`src/rtl/fifo_bram_ctrl_pkg.sv`:
```
// fifo_bram_ctrl_pkg
//   Shared definitions for the BRAM-backed FWFT FIFO controller:
//   default geometry, pointer/level width and depth helpers, and the
//   output-stage state encoding.
package fifo_bram_ctrl_pkg;

  localparam int DEF_DATA = 8;
  localparam int DEF_ADDR = 6;

  // Pointers carry one extra wrap bit so full and empty are distinguishable.
  function automatic int ptr_width(input int addr);
    return addr + 1;
  endfunction

  function automatic int depth_of(input int addr);
    return 1 << addr;
  endfunction

  localparam int DEF_PTR_W = ptr_width(DEF_ADDR);
  localparam int DEF_DEPTH = depth_of(DEF_ADDR);

  // Output stage: is a fetched head word currently on out_data?
  typedef enum logic {
    OUT_EMPTY = 1'b0,
    OUT_VALID = 1'b1
  } out_state_e;

endpackage

```
`src/rtl/bram_2psync_6_8_59fe624214af9b8daa183282288d5eb56b321f14.sv`:
```
// bram_2psync_6_8_59fe624214af9b8daa183282288d5eb56b321f14
//   Two-port synchronous BRAM. Each port can write on the rising edge and
//   reads through a registered address: rdata shows mem[addr] one cycle
//   after addr is presented.
//   Ports:
//     clk                       clock
//     a_we / a_addr / a_wdata   port a write enable, address, write data
//     a_rdata                   port a read data (registered address)
//     b_we / b_addr / b_wdata   port b write enable, address, write data
//     b_rdata                   port b read data (registered address)
module bram_2psync_6_8_59fe624214af9b8daa183282288d5eb56b321f14 #(
  parameter int DATA = 8,
  parameter int ADDR = 6
) (
  input  logic            clk,
  input  logic            a_we,
  input  logic [ADDR-1:0] a_addr,
  input  logic [DATA-1:0] a_wdata,
  output logic [DATA-1:0] a_rdata,
  input  logic            b_we,
  input  logic [ADDR-1:0] b_addr,
  input  logic [DATA-1:0] b_wdata,
  output logic [DATA-1:0] b_rdata
);

  logic [DATA-1:0] mem [2**ADDR];
  logic [ADDR-1:0] a_addr_q;
  logic [ADDR-1:0] b_addr_q;

  // NOTE: the array and address registers have no reset; a block RAM cannot
  // be cleared in one cycle, and the controller never reads a slot it has
  // not written since reset.
  always_ff @(posedge clk) begin
    if (a_we) mem[a_addr] <= a_wdata;
    if (b_we) mem[b_addr] <= b_wdata;
    a_addr_q <= a_addr;
    b_addr_q <= b_addr;
  end

  assign a_rdata = mem[a_addr_q];
  assign b_rdata = mem[b_addr_q];

endmodule

```
`src/rtl/fifo_bram_ctrl.sv`:
```
// fifo_bram_ctrl
//   First-word-fall-through FIFO controller in front of a two-port BRAM.
//   Writes go through BRAM port b; the head word is read through port a,
//   whose registered address is re-presented every cycle so out_data holds
//   steady under stall.
//   Ports:
//     clk, rst_n                   clock, async active-low reset
//     in_valid/in_ready/in_data    producer stream
//     out_valid/out_ready/out_data consumer stream (out_data from BRAM)
//     level                        words stored, including displayed head
//     full, empty                  level == depth, level == 0
module fifo_bram_ctrl
  import fifo_bram_ctrl_pkg::*;
#(
  parameter int DATA = DEF_DATA,
  parameter int ADDR = DEF_ADDR
) (
  input  logic            clk,
  input  logic            rst_n,
  input  logic            in_valid,
  output logic            in_ready,
  input  logic [DATA-1:0] in_data,
  output logic            out_valid,
  input  logic            out_ready,
  output logic [DATA-1:0] out_data,
  output logic [ADDR:0]   level,
  output logic            full,
  output logic            empty
);

  localparam int PTR_W = ptr_width(ADDR);
  localparam logic [PTR_W-1:0] DEPTH_LVL = PTR_W'(depth_of(ADDR));
  localparam logic [PTR_W-1:0] PTR_ONE   = PTR_W'(1);

  logic [PTR_W-1:0] wptr_q, wptr_d;
  logic [PTR_W-1:0] hptr_q, hptr_d;
  out_state_e       state_q, state_d;

  logic             push, pop, issue;
  logic [PTR_W-1:0] fptr;
  logic [ADDR-1:0]  rd_addr;
  logic [DATA-1:0]  unused_b_rdata;

  assign out_valid = (state_q == OUT_VALID);
  assign level     = wptr_q - hptr_q;
  assign full      = (level == DEPTH_LVL);
  assign empty     = (level == '0);
  // Ready depends only on registered pointers, so out_ready never reaches
  // in_ready combinationally; held low while reset is asserted.
  assign in_ready  = rst_n & ~full;

  assign push = in_valid & in_ready;
  assign pop  = out_valid & out_ready;

  // Next slot to fetch: the head itself when nothing is displayed,
  // otherwise the slot behind the displayed head.
  assign fptr  = hptr_q + PTR_W'(out_valid);
  assign issue = (fptr != wptr_q) & (~out_valid | pop);

  // Without a fetch, keep addressing the displayed slot so the registered
  // read address (and out_data) stays put.
  assign rd_addr = issue ? fptr[ADDR-1:0] : hptr_q[ADDR-1:0];

  always_comb begin
    // NOTE: every output of this block gets a default first, so no path
    // leaves a signal unassigned and no latch is inferred.
    wptr_d  = wptr_q;
    hptr_d  = hptr_q;
    state_d = state_q;
    if (push) wptr_d = wptr_q + PTR_ONE;
    if (pop)  hptr_d = hptr_q + PTR_ONE;
    case (state_q)
      OUT_EMPTY: if (issue)         state_d = OUT_VALID;
      OUT_VALID: if (pop && !issue) state_d = OUT_EMPTY;
    endcase
  end

  // NOTE: state registers use non-blocking assignment; the combinational
  // block above uses blocking assignment.
  always_ff @(posedge clk or negedge rst_n) begin
    if (!rst_n) begin
      wptr_q  <= '0;
      hptr_q  <= '0;
      state_q <= OUT_EMPTY;
    end else begin
      wptr_q  <= wptr_d;
      hptr_q  <= hptr_d;
      state_q <= state_d;
    end
  end

  bram_2psync_6_8_59fe624214af9b8daa183282288d5eb56b321f14 #(
    .DATA (DATA),
    .ADDR (ADDR)
  ) u_bram (
    .clk     (clk),
    .a_we    (1'b0),
    .a_addr  (rd_addr),
    .a_wdata ('0),
    .a_rdata (out_data),
    .b_we    (push),
    .b_addr  (wptr_q[ADDR-1:0]),
    .b_wdata (in_data),
    .b_rdata (unused_b_rdata)
  );

endmodule
```
`config.mk`:
```
export PLATFORM = sky130hd
export DESIGN_NAME = fifo_bram_ctrl
export DESIGN_NICKNAME = d
export VERILOG_FILES = /design/src/rtl/fifo_bram_ctrl_pkg.sv /design/src/rtl/bram_2psync_6_8_59fe624214af9b8daa183282288d5eb56b321f14.sv /design/src/rtl/fifo_bram_ctrl.sv
export SDC_FILE = /design/constraint.sdc
export NUM_CORES = 1
export LEC_CHECK = 0
export CELL_PAD_IN_SITES_DETAIL_PLACEMENT = 1
export CELL_PAD_IN_SITES_GLOBAL_PLACEMENT = 2
export CORE_UTILIZATION = 49
export DETAILED_ROUTE_END_ITERATION = 8
export PLACE_DENSITY = 0.76
export SLEW_MARGIN = 5
export SYNTH_ARGS = -nofsm -noshare
export SYNTH_HDL_FRONTEND = slang
export SYNTH_SLANG_ARGS = --single-unit
```
`constraint.sdc`:
```
create_clock -name clk -period 4.2 [get_ports clk]
set_input_delay 0.42 -clock clk [delete_from_list [all_inputs] [get_ports clk]]
set_output_delay 0.42 -clock clk [all_outputs]
set_load 0.005 [all_outputs]
```
; ---- After elaboration in Yosys (flattened, before gate mapping)
; Memories as Yosys holds them, arrays and structs flattened. A register that Yosys moved wholly into a read port is not among the register bits.
; Index checks and enable logic that the tools add are counted.
[op_classes]
n_addsub = 4
n_eq_ne = 2
mux = 6
bitwise_logic = 7
n_reduce_logical = 3
[op_table]
columns = op, count
row1 = $add 7x1->7 const B, 2
row2 = $add 7x1->7, 1
row3 = $eq 7x7->1 const B, 1
row4 = $logic_not 7->1, 1
row5 = $ne 7x7->1, 1
row6 = $sub 7x7->7, 1
row7 = $mux 6, 1
row8 = $and 1x1->1, 4
row9 = $mux 1, 4
row10 = $not 1->1, 2
row11 = $pmux 1 s2, 1
row12 = $logic_and 1x1->1, 1
row13 = $logic_not 1->1, 1
row14 = $or 1x1->1, 1
[totals]
register_bits = 15
ram_bits = 512
input_bits = 12
output_inout_bits = 19
wordCells = 26
memories = 1
[memory_table]
columns = memory, words, word_bits, read_ports, rd_clocked_by_memory_dff, write_ports, line
row1 = u_bram.mem, 64, 8, 1, 1, 1, bram_2psync_6_8_59fe624214af9b8daa183282288d5eb56b321f14.sv:26  ; logic [DATA-1:0] mem [2**ADDR];

; ---- Longest topological paths before layout
; Gate-level depths: netlist of run 1.
[logic_depth]
word_depth = 7
depth_mapped = 12
depth_no_buf = 9

; ---- By module
; From an unflattened synthesis of run 1, not the netlist that was laid out.
[unflattened]
hier_cells = 2087
area_unflattened_um2 = 32446.1
[by_module_without_submodules]
columns = mod, instances, cells_each, area_per_inst_um2, seq_area_each_um2
row1 = bram_2psync_6_8_59fe624214af9b8daa183282288d5eb56b321f14, 1, 1951, 31122.3, 15615.0
row2 = fifo_bram_ctrl, 1, 136, 1323.8, 375.4

; ---- Least setup slack after synthesis of run 1
; Ideal clock, no wire load.
[synth_path]
path_kind = register -> register
from = register wptr_q[0]
to = memory u_bram.mem[55][0], enable pin
setup_time_ns = 0.383
arrival_time_ns = 3.538
required_time_ns = 3.817
slack_ns = 0.279
stages_incl_launch_ff = 12
path_buffers = 2
synth_period_minus_slack_ns = 3.921
path_cell_list = dfrtp_1 clkbuf_1 inv_1 ha_1 fa_1 nand2b_1 a211oi_1 or4_1 o311a_1 buf_2 nor2_4 nor3_1
[synth_between]
elab_chain_cells = 7
[synth_lines]
columns = element, line
row1 = "start, declared", fifo_bram_ctrl.sv:35  ; logic [PTR_W-1:0] wptr_q, wptr_d;
row2 = "start signal, assigned", fifo_bram_ctrl.sv:86  ; wptr_q <= wptr_d;
row3 = $sub 7x7->7, fifo_bram_ctrl.sv:45  ; assign level = wptr_q - hptr_q;
row4 = $eq 7x7->1, fifo_bram_ctrl.sv:46  ; assign full = (level == DEPTH_LVL);
row5 = net full, fifo_bram_ctrl.sv:27  ; output logic full,
row6 = $not 1->1, fifo_bram_ctrl.sv:50  ; assign in_ready = rst_n & ~full;
row7 = $and 1x1->1, fifo_bram_ctrl.sv:50
row8 = $and 1x1->1, fifo_bram_ctrl.sv:52  ; assign push = in_valid & in_ready;
row9 = $mux 1, bram_2psync_6_8_59fe624214af9b8daa183282288d5eb56b321f14.sv:35  ; if (b_we) mem[b_addr] <= b_wdata;
row10 = $mux 1 (not written as such), bram_2psync_6_8_59fe624214af9b8daa183282288d5eb56b321f14.sv:35
row11 = "end, declared", bram_2psync_6_8_59fe624214af9b8daa183282288d5eb56b321f14.sv:26
; The timed path passes the listed nets, and every way through them passes these cells.

; ---- Final worst setup path of run 1
[layout_path]
from = register wptr_q[0]
to = output full
[layout_between]
elab_chain_cells = 2
[layout_lines]
columns = element, line
row1 = $sub 7x7->7, fifo_bram_ctrl.sv:45
row2 = $eq 7x7->1, fifo_bram_ctrl.sv:46
row3 = "end, declared", fifo_bram_ctrl.sv:27
; No other way between the ends.

==> impl_metrics.env, run 1 <==
export IMPL_ff_latch_area_um2=15880
export IMPL_overflow=0
export IMPL_drc=0
export IMPL_grt_met1_usage=0.3339
export IMPL_io_pins=31
export IMPL_routed_wl_um=49980
export IMPL_period_minus_slack_ns=3.957
export IMPL_die_y_um=209.7
export IMPL_cp_required_ns=3.78
export IMPL_worstSetupPathType="reg2out"
export IMPL_nFillCells=3634
export IMPL_busiest_layer="met2"
export IMPL_cts_buffer_depth=3
export IMPL_area_growth_pct=13.98
export IMPL_final_nets=1156
export IMPL_use_met3=0.04459
export IMPL_grt_pass1_vias=11260
export IMPL_wl_per_cell_um=29.18
export IMPL_multi_input_comb_area_um2=5019
export IMPL_place_worst_setup_slack_ns=0.2134
export IMPL_drt_pass1_iter_count=5
export IMPL_ys_warn_count=0
export IMPL_max_clock_freq_ghz=0.2527
export IMPL_syn_num_nets=1072
export IMPL_async_reset_ff_frac=0.02814
export IMPL_numPortBuffers=30
export IMPL_worst_setup_path_end_kind="primary output"
export IMPL_synth_ff_type="edfxtp_1"
export IMPL_slew_violations=0
export IMPL_clock_sinks=533
export IMPL_cts_root_buf="clkbuf_16"
export IMPL_start_kind="flip-flop"
export IMPL_first_iter_violations=885
export IMPL_die_x_um=209.7
export IMPL_utilization=0.5707
export IMPL_grt_setup_unrepaired="false"
export IMPL_syn_inst=1049
export IMPL_setup_tns_ns=0
export IMPL_total_power_mw=16.34
export IMPL_hold_path_class="in2reg"
export IMPL_antenna_found_initial=1
export IMPL_p_leak_nw=7.602
export IMPL_ant_nets=0
export IMPL_tritoncts="built"
export IMPL_min_period_over_period=0.9422
export IMPL_fp_row_count=75
export IMPL_path_clk_slew_ns=0.06
export IMPL_clock_latency_ns=0.60
export IMPL_power_density_nw_per_um2=677.9
export IMPL_htreeDepth=2
export IMPL_synth_distinct_cells=48
export IMPL_yosysSeqAreaShare=0.7506
export IMPL_setup_violations=0
export IMPL_avgSynthCellArea_um2=20.16
export IMPL_hpwl_um=31740
export IMPL_slew_headroom=0.2122
export IMPL_skew_ns=0.01608
export IMPL_ir_drop_mv=0.6053
export IMPL_n_antenna_cell=0
export IMPL_critical_path_arrival_ns=3.54
export IMPL_hold_viol_final=0
export IMPL_critPathMaxFanout=5
export IMPL_via_per_inst=6.114
export IMPL_use_met2=0.3800
export IMPL_drv_cap=0
export IMPL_outcome="completed"
export IMPL_cts_buffers=55
export IMPL_gp_congestion=0.8211
export IMPL_grt_max_degree=65
export IMPL_grt_util_all_layers=0.2370
export IMPL_tightestPinTransition_ns=1.173
export IMPL_syn_cell_area_um2=21140
export IMPL_die_area_um2=43990
export IMPL_num_vias=10470
export IMPL_synth_edff_count=512
export IMPL_setup_slack_ns=0.2428
export IMPL_initial_core_util=0.5007
export IMPL_drive_above_1_share=0.2453
export IMPL_coreArea_um2=42230
export IMPL_grt_pass1_wl_um=74680
export IMPL_ys_ff_latch=533
-- routing by layer --
layer,share of wire,vias up,wire length [µm]
li1,-,4523,-
met1,0.43,5544,21650
met2,0.48,335,24230
met3,0.057,71,2849
met4,0.025,0,1253
met5,0,-,0
-- timing repair --
action,in CTS,in global routing
setup endpoints to repair,2,45
resized for setup,0,3
hold endpoints to repair,0,0
pin swaps,1,0
hold buffers,0,0
buffers inserted,1,9
-- state kept, by name (all words and copies together) (netlist names), named ones only --
| register | count |
|---|---|
| u_bram.mem | 512 |
| hptr_q | 7 |
| out_valid | 1 |
| wptr_q | 7 |
-- cell type report --
cell class                      instances  area share
Timing Repair Buffer                   80     0.02897
Tap cell                              539     0.02798
Clock inverter                         33     0.01329
Multi-Input combinational cell        451      0.2082
Inverter                               12    0.001869
Sequential cell                       533      0.6588
Clock buffer                           65     0.06080
-- through the flow --
step	std cells	area [µm²]	hold WS [ns]
after global placement	1605	22220	0.4900
after global routing	1713	24100	0.08831
after detailed placement	1605	22220	0.4866
after CTS	1704	24020	0.07383
after floorplan	1049	21140	0.1244
final	1713	24100	0.1087
-- cell usage after synthesis, types with 6 or more instances --
library cell | instances | area share
buf_2 | 15 | 0.0036
xnor2_1 | 21 | 0.0087
nor3_1 | 11 | 0.0026
nand3_1 | 31 | 0.0073
o22ai_1 | 9 | 0.0027
dfrtp_1 | 15 | 0.018
clkbuf_1 | 32 | 0.0057
ha_1 | 10 | 0.0059
nor2b_1 | 13 | 0.0038
mux4_2 | 128 | 0.14
edfxtp_1 | 512 | 0.73
nand2_1 | 19 | 0.0034
and4_1 | 6 | 0.0025
o21ai_0 | 8 | 0.0019
dfxtp_1 | 6 | 0.0057
a22oi_1 | 55 | 0.020
nor2_1 | 74 | 0.013
inv_1 | 12 | 0.0021
o211ai_2 | 6 | 0.0036
xor2_1 | 8 | 0.0033
-- worst max-delay path, cell delays in order, from the launching register on --
cell and delay, ns:
dfrtp_1 0.34, inv_1 0.15, ha_1 0.25, fa_1 0.41, nand2b_1 0.19, a21oi_1 0.18, xnor2_1 0.11, or4b_4 0.56
nor2_4 0.21, clkdlybuf4s50_1 0.55
-- final timing paths --
path | start | end | slack (ns) | cells after the start
max | wptr_q[0]$_DFFE_PN0P_ | full | 0.24 | 9
min | in_data[5] | u_bram.mem[36][5]$_DFFE_PP_ | 0.11 | 1
max reg2reg | wptr_q[0]$_DFFE_PN0P_ | u_bram.mem[56][7]$_DFFE_PP_ | 0.27 | 10
min reg2reg | wptr_q[6]$_DFFE_PN0P_ | wptr_q[6]$_DFFE_PN0P_ | 0.50 | 1
max in group asynchronous | rst_n | wptr_q[4]$_DFFE_PN0P_ | 3.60 | 2
min in group asynchronous | rst_n | wptr_q[2]$_DFFE_PN0P_ | 0.34 | 2
-- cell families after synthesis --
family          count (synthesis)  synth area share
flops                         533            0.7506
buf+inv                        65           0.01278
simple gates                  175           0.03965
mux                           131            0.1379
fa+ha+maj                      11          0.006864
compound gates                105           0.04018
xor+xnor                       29           0.01201
-- cells in the final DEF, fill, tap and decap left out, types with 4 or more instances in the layout --
cell / synthesis / routed
and2_1: 5 / 5
o21ai_0: 8 / 8
xor2_1: 8 / 8
edfxtp_1: 512 / 512
nand3_1: 31 / 31
buf_12: 0 / 5
o22ai_1: 9 / 9
clkbuf_1: 32 / 6
nand2_1: 19 / 19
buf_4: 0 / 45
clkinv_1: 0 / 11
mux4_2: 128 / 128
ha_1: 10 / 10
xnor2_1: 21 / 21
buf_2: 15 / 8
clkinv_2: 0 / 13
nor2b_1: 13 / 13
a21oi_1: 4 / 4
a22oi_1: 55 / 55
o211ai_2: 6 / 6
dfxtp_1: 6 / 4
nor3_1: 11 / 11
nand2b_1: 5 / 5
bufinv_16: 0 / 6
clkbuf_16: 0 / 56
and4_1: 6 / 6
clkdlybuf4s50_1: 0 / 22
dfrtp_1: 15 / 15
nor2_1: 74 / 74
inv_1: 12 / 12
-- power by group --
group / leakage (nW) / switching (mW) / internal (mW)
Sequential: 4.83 / 0.281 / 6.00
Combinational: 1.88 / 2.81 / 2.42
Clock: 0.888 / 1.97 / 2.84
No activity file was read; power rests on OpenSTA's default activity.
==> run 2, diff against run 1 <==
--- a/config.mk
+++ b/config.mk
@@ -7,9 +7,9 @@
 export LEC_CHECK = 0
 export CELL_PAD_IN_SITES_DETAIL_PLACEMENT = 1
 export CELL_PAD_IN_SITES_GLOBAL_PLACEMENT = 2
-export CORE_UTILIZATION = 49
+export CORE_UTILIZATION = 45
 export DETAILED_ROUTE_END_ITERATION = 8
-export PLACE_DENSITY = 0.76
+export PLACE_DENSITY = 0.74
 export SLEW_MARGIN = 5
 export SYNTH_ARGS = -nofsm -noshare
 export SYNTH_HDL_FRONTEND = slang
==> constraint.sdc (replaced) <==
create_clock -name clk -period 3.32 [get_ports clk]
set_input_delay 0.332 -clock clk [delete_from_list [all_inputs] [get_ports clk]]
set_output_delay 0.332 -clock clk [all_outputs]
set_load 0.005 [all_outputs]
==> run 2 against run 1 <==
- sequential cell count is the same
- die area rose by 8.8%
- critical path depth unchanged
- largest cell class unchanged
- largest power group is now combinational logic
==> impl_metrics.env, run 2 (same netlist as run 1, synthesis figures left out) <==
export IMPL_outcome="completed"
export IMPL_cp_required_ns=2.99
export IMPL_n_antenna_cell=0
export IMPL_met3_length_um=3194
export IMPL_place_worst_setup_slack_ns=-0.1181
export IMPL_final_common_cell="edfxtp_1"
export IMPL_wl_per_cell_um=28.05
export IMPL_reg_largest_list="u_bram.mem: 512 flops, hptr_q: 7 flops, wptr_q: 7 flops"
export IMPL_path_cells="buf_16 > buf_12 > buf_16 > buf_4 > mux4_2 > o22ai_1 > o32a_1 > o21ai_2 > dlygate4sd2_1"
export IMPL_critPathMaxFanout=5
export IMPL_first_iter_violations=978
export IMPL_drt_pass1_iter_count=7
export IMPL_wl_met1_um=22310
export IMPL_slew_violations=0
export IMPL_wl_met2_um=25580
export IMPL_reg2reg_from="wptr_q[1]$_DFFE_PN0P_"
export IMPL_crit_top_cell="buf_16"
export IMPL_overflow=0
export IMPL_cts_buffers=55
export IMPL_grt_util_all_layers=0.2272
export IMPL_hpwl_um=33130
export IMPL_tritoncts="built"
export IMPL_drv_cap=0
export IMPL_max_clock_freq_ghz=0.3051
export IMPL_critical_path_arrival_ns=2.95
export IMPL_cp_depth=9
export IMPL_drc=0
export IMPL_final_cell_area_um2=25830
export IMPL_grt_pass1_wl_um=77260
export IMPL_worst_setup_path_end_kind="primary output"
export IMPL_gp_congestion=0.8537
export IMPL_coreArea_um2=46460
export IMPL_path_clk_slew_ns=0.06
export IMPL_utilization=0.5559
export IMPL_skew_ns=0.02967
export IMPL_grt_setup_unrepaired="true"
export IMPL_multi_input_comb_area_um2=5593
export IMPL_die_area_um2=47860
export IMPL_initial_core_util=0.4551
export IMPL_start_kind="flip-flop"
export IMPL_min_period_over_period=0.9873
export IMPL_worst_path_buf_inv=5
export IMPL_final_cell_mix="edfxtp_1 (512), mux4_2 (128), buf_4 (94)"
export IMPL_period_minus_slack_ns=3.278
export IMPL_post_dp_cell_area_um2=22860
export IMPL_ir_drop_mv=0.8759
export IMPL_routed_top_layer="met4"
export IMPL_reg2reg_depth=11
export IMPL_area_growth_pct=22.14
export IMPL_final_nets=1241
export IMPL_die_y_um=218.8
export IMPL_hold_viol_final=0
export IMPL_cts_buffer_depth=3
export IMPL_htreeDepth=2
export IMPL_setup_slack_ns=0.04202
export IMPL_die_x_um=218.8
export IMPL_antenna_found_initial=0
export IMPL_power_density_nw_per_um2=883.7
export IMPL_largest_register_ffs=512
export IMPL_nFillCells=4080
export IMPL_cp_endpoint="out_data[0]"
export IMPL_hold_slack_ns=0.2746
export IMPL_tightestPinTransition_ns=0.8771
export IMPL_numPortBuffers=30
export IMPL_worstSetupPathType="reg2out"
export IMPL_worstReg2RegEnd="u_bram.mem[45][7]$_DFFE_PP_"
export IMPL_hold_path_class="in2async"
export IMPL_slew_headroom=0.4152
export IMPL_ff_latch_area_um2=15880
export IMPL_routed_wl_um=52400
export IMPL_crit_family="buffers and inverters"
export IMPL_r2r_setup_slack_ns=0.14
export IMPL_p_leak_nw=8.235
export IMPL_cts_root_buf="clkbuf_16"
export IMPL_clock_sinks=533
export IMPL_top_register="u_bram.mem"
export IMPL_setup_violations=0
export IMPL_ant_nets=0
export IMPL_via_per_inst=5.801
export IMPL_clock_latency_ns=0.61
export IMPL_num_vias=10840
export IMPL_crit_slowest_cell="mux4_2"
export IMPL_total_power_mw=22.82
export IMPL_drive_above_1_share=0.4029
export IMPL_cpPeakStageDelay_ns=0.54
export IMPL_fp_row_count=79
export IMPL_grt_pass1_vias=11470
export IMPL_io_pins=31
export IMPL_grt_max_degree=65
-- run 2: worst register-to-register path, stage by stage (launching register included) --
cell and delay, ns:
dfrtp_1 0.40, buf_4 0.15, ha_1 0.26, nand2b_1 0.09, a2111o_1 0.39, o311ai_2 0.10, or4b_4 0.23, buf_12 0.13
buf_4 0.20, o211ai_4 0.09, buf_4 0.19, nor2_1 0.58
-- run 2: routing by layer --
layer  vias to the layer above  track usage
met5                         -            0
met1                      5729       0.3161
met4                         0      0.06875
li1                       4695            -
met3                        69      0.04983
met2                       343       0.3601
-- run 2: metrics by stage --
step | TNS [ns] | std cells
3_3_place_gp | -3.459 | 1715
6_report | 0 | 1868
4_1_cts | -0.08068 | 1855
2_1_floorplan | -0.6685 | 1049
5_1_grt | -0.06114 | 1868
3_5_place_dp | -7.121 | 1715
-- run 2: power breakdown --
group          switching [mW]  internal (mW)
Combinational            4.46           4.36
Sequential              0.207           7.60
Clock                    2.54           3.67
Total                    7.20           15.6
-- run 2: layout make-up --
cell class                      count  share of cell area
Clock buffer                       65             0.05639
Tap cell                          607             0.02941
Timing Repair Buffer              165             0.06715
Sequential cell                   533              0.6148
Inverter                           12            0.001744
Multi-Input combinational cell    451              0.2166
Clock inverter                     35             0.01390
-- run 2: worst min path at each step --
stage	start	endpoint	slack, ns	depth (start not counted)
after global routing	in_data[2]	u_bram.mem[24][2]$_DFFE_PP_	0.32	1
after CTS	rst_n	wptr_q[1]$_DFFE_PN0P_	0.28	2
final	rst_n	wptr_q[1]$_DFFE_PN0P_	0.27	2
after floorplan	rst_n	hptr_q[0]$_DFFE_PN0P_	0.04	0
after global placement	hptr_q[6]$_DFFE_PN0P_	hptr_q[6]$_DFFE_PN0P_	0.48	1
after detailed placement	hptr_q[6]$_DFFE_PN0P_	hptr_q[6]$_DFFE_PN0P_	0.49	1
-- run 2: repair_timing --
action                                  in CTS  in global routing
endpoints found under the setup margin     195                385
gates resized for setup                    125                 59
gates cloned                                 4                  0
endpoints found under the hold margin        0                  0
pin swaps                                   40                 23
hold buffers                                 0                  0
buffers inserted                            38                 14
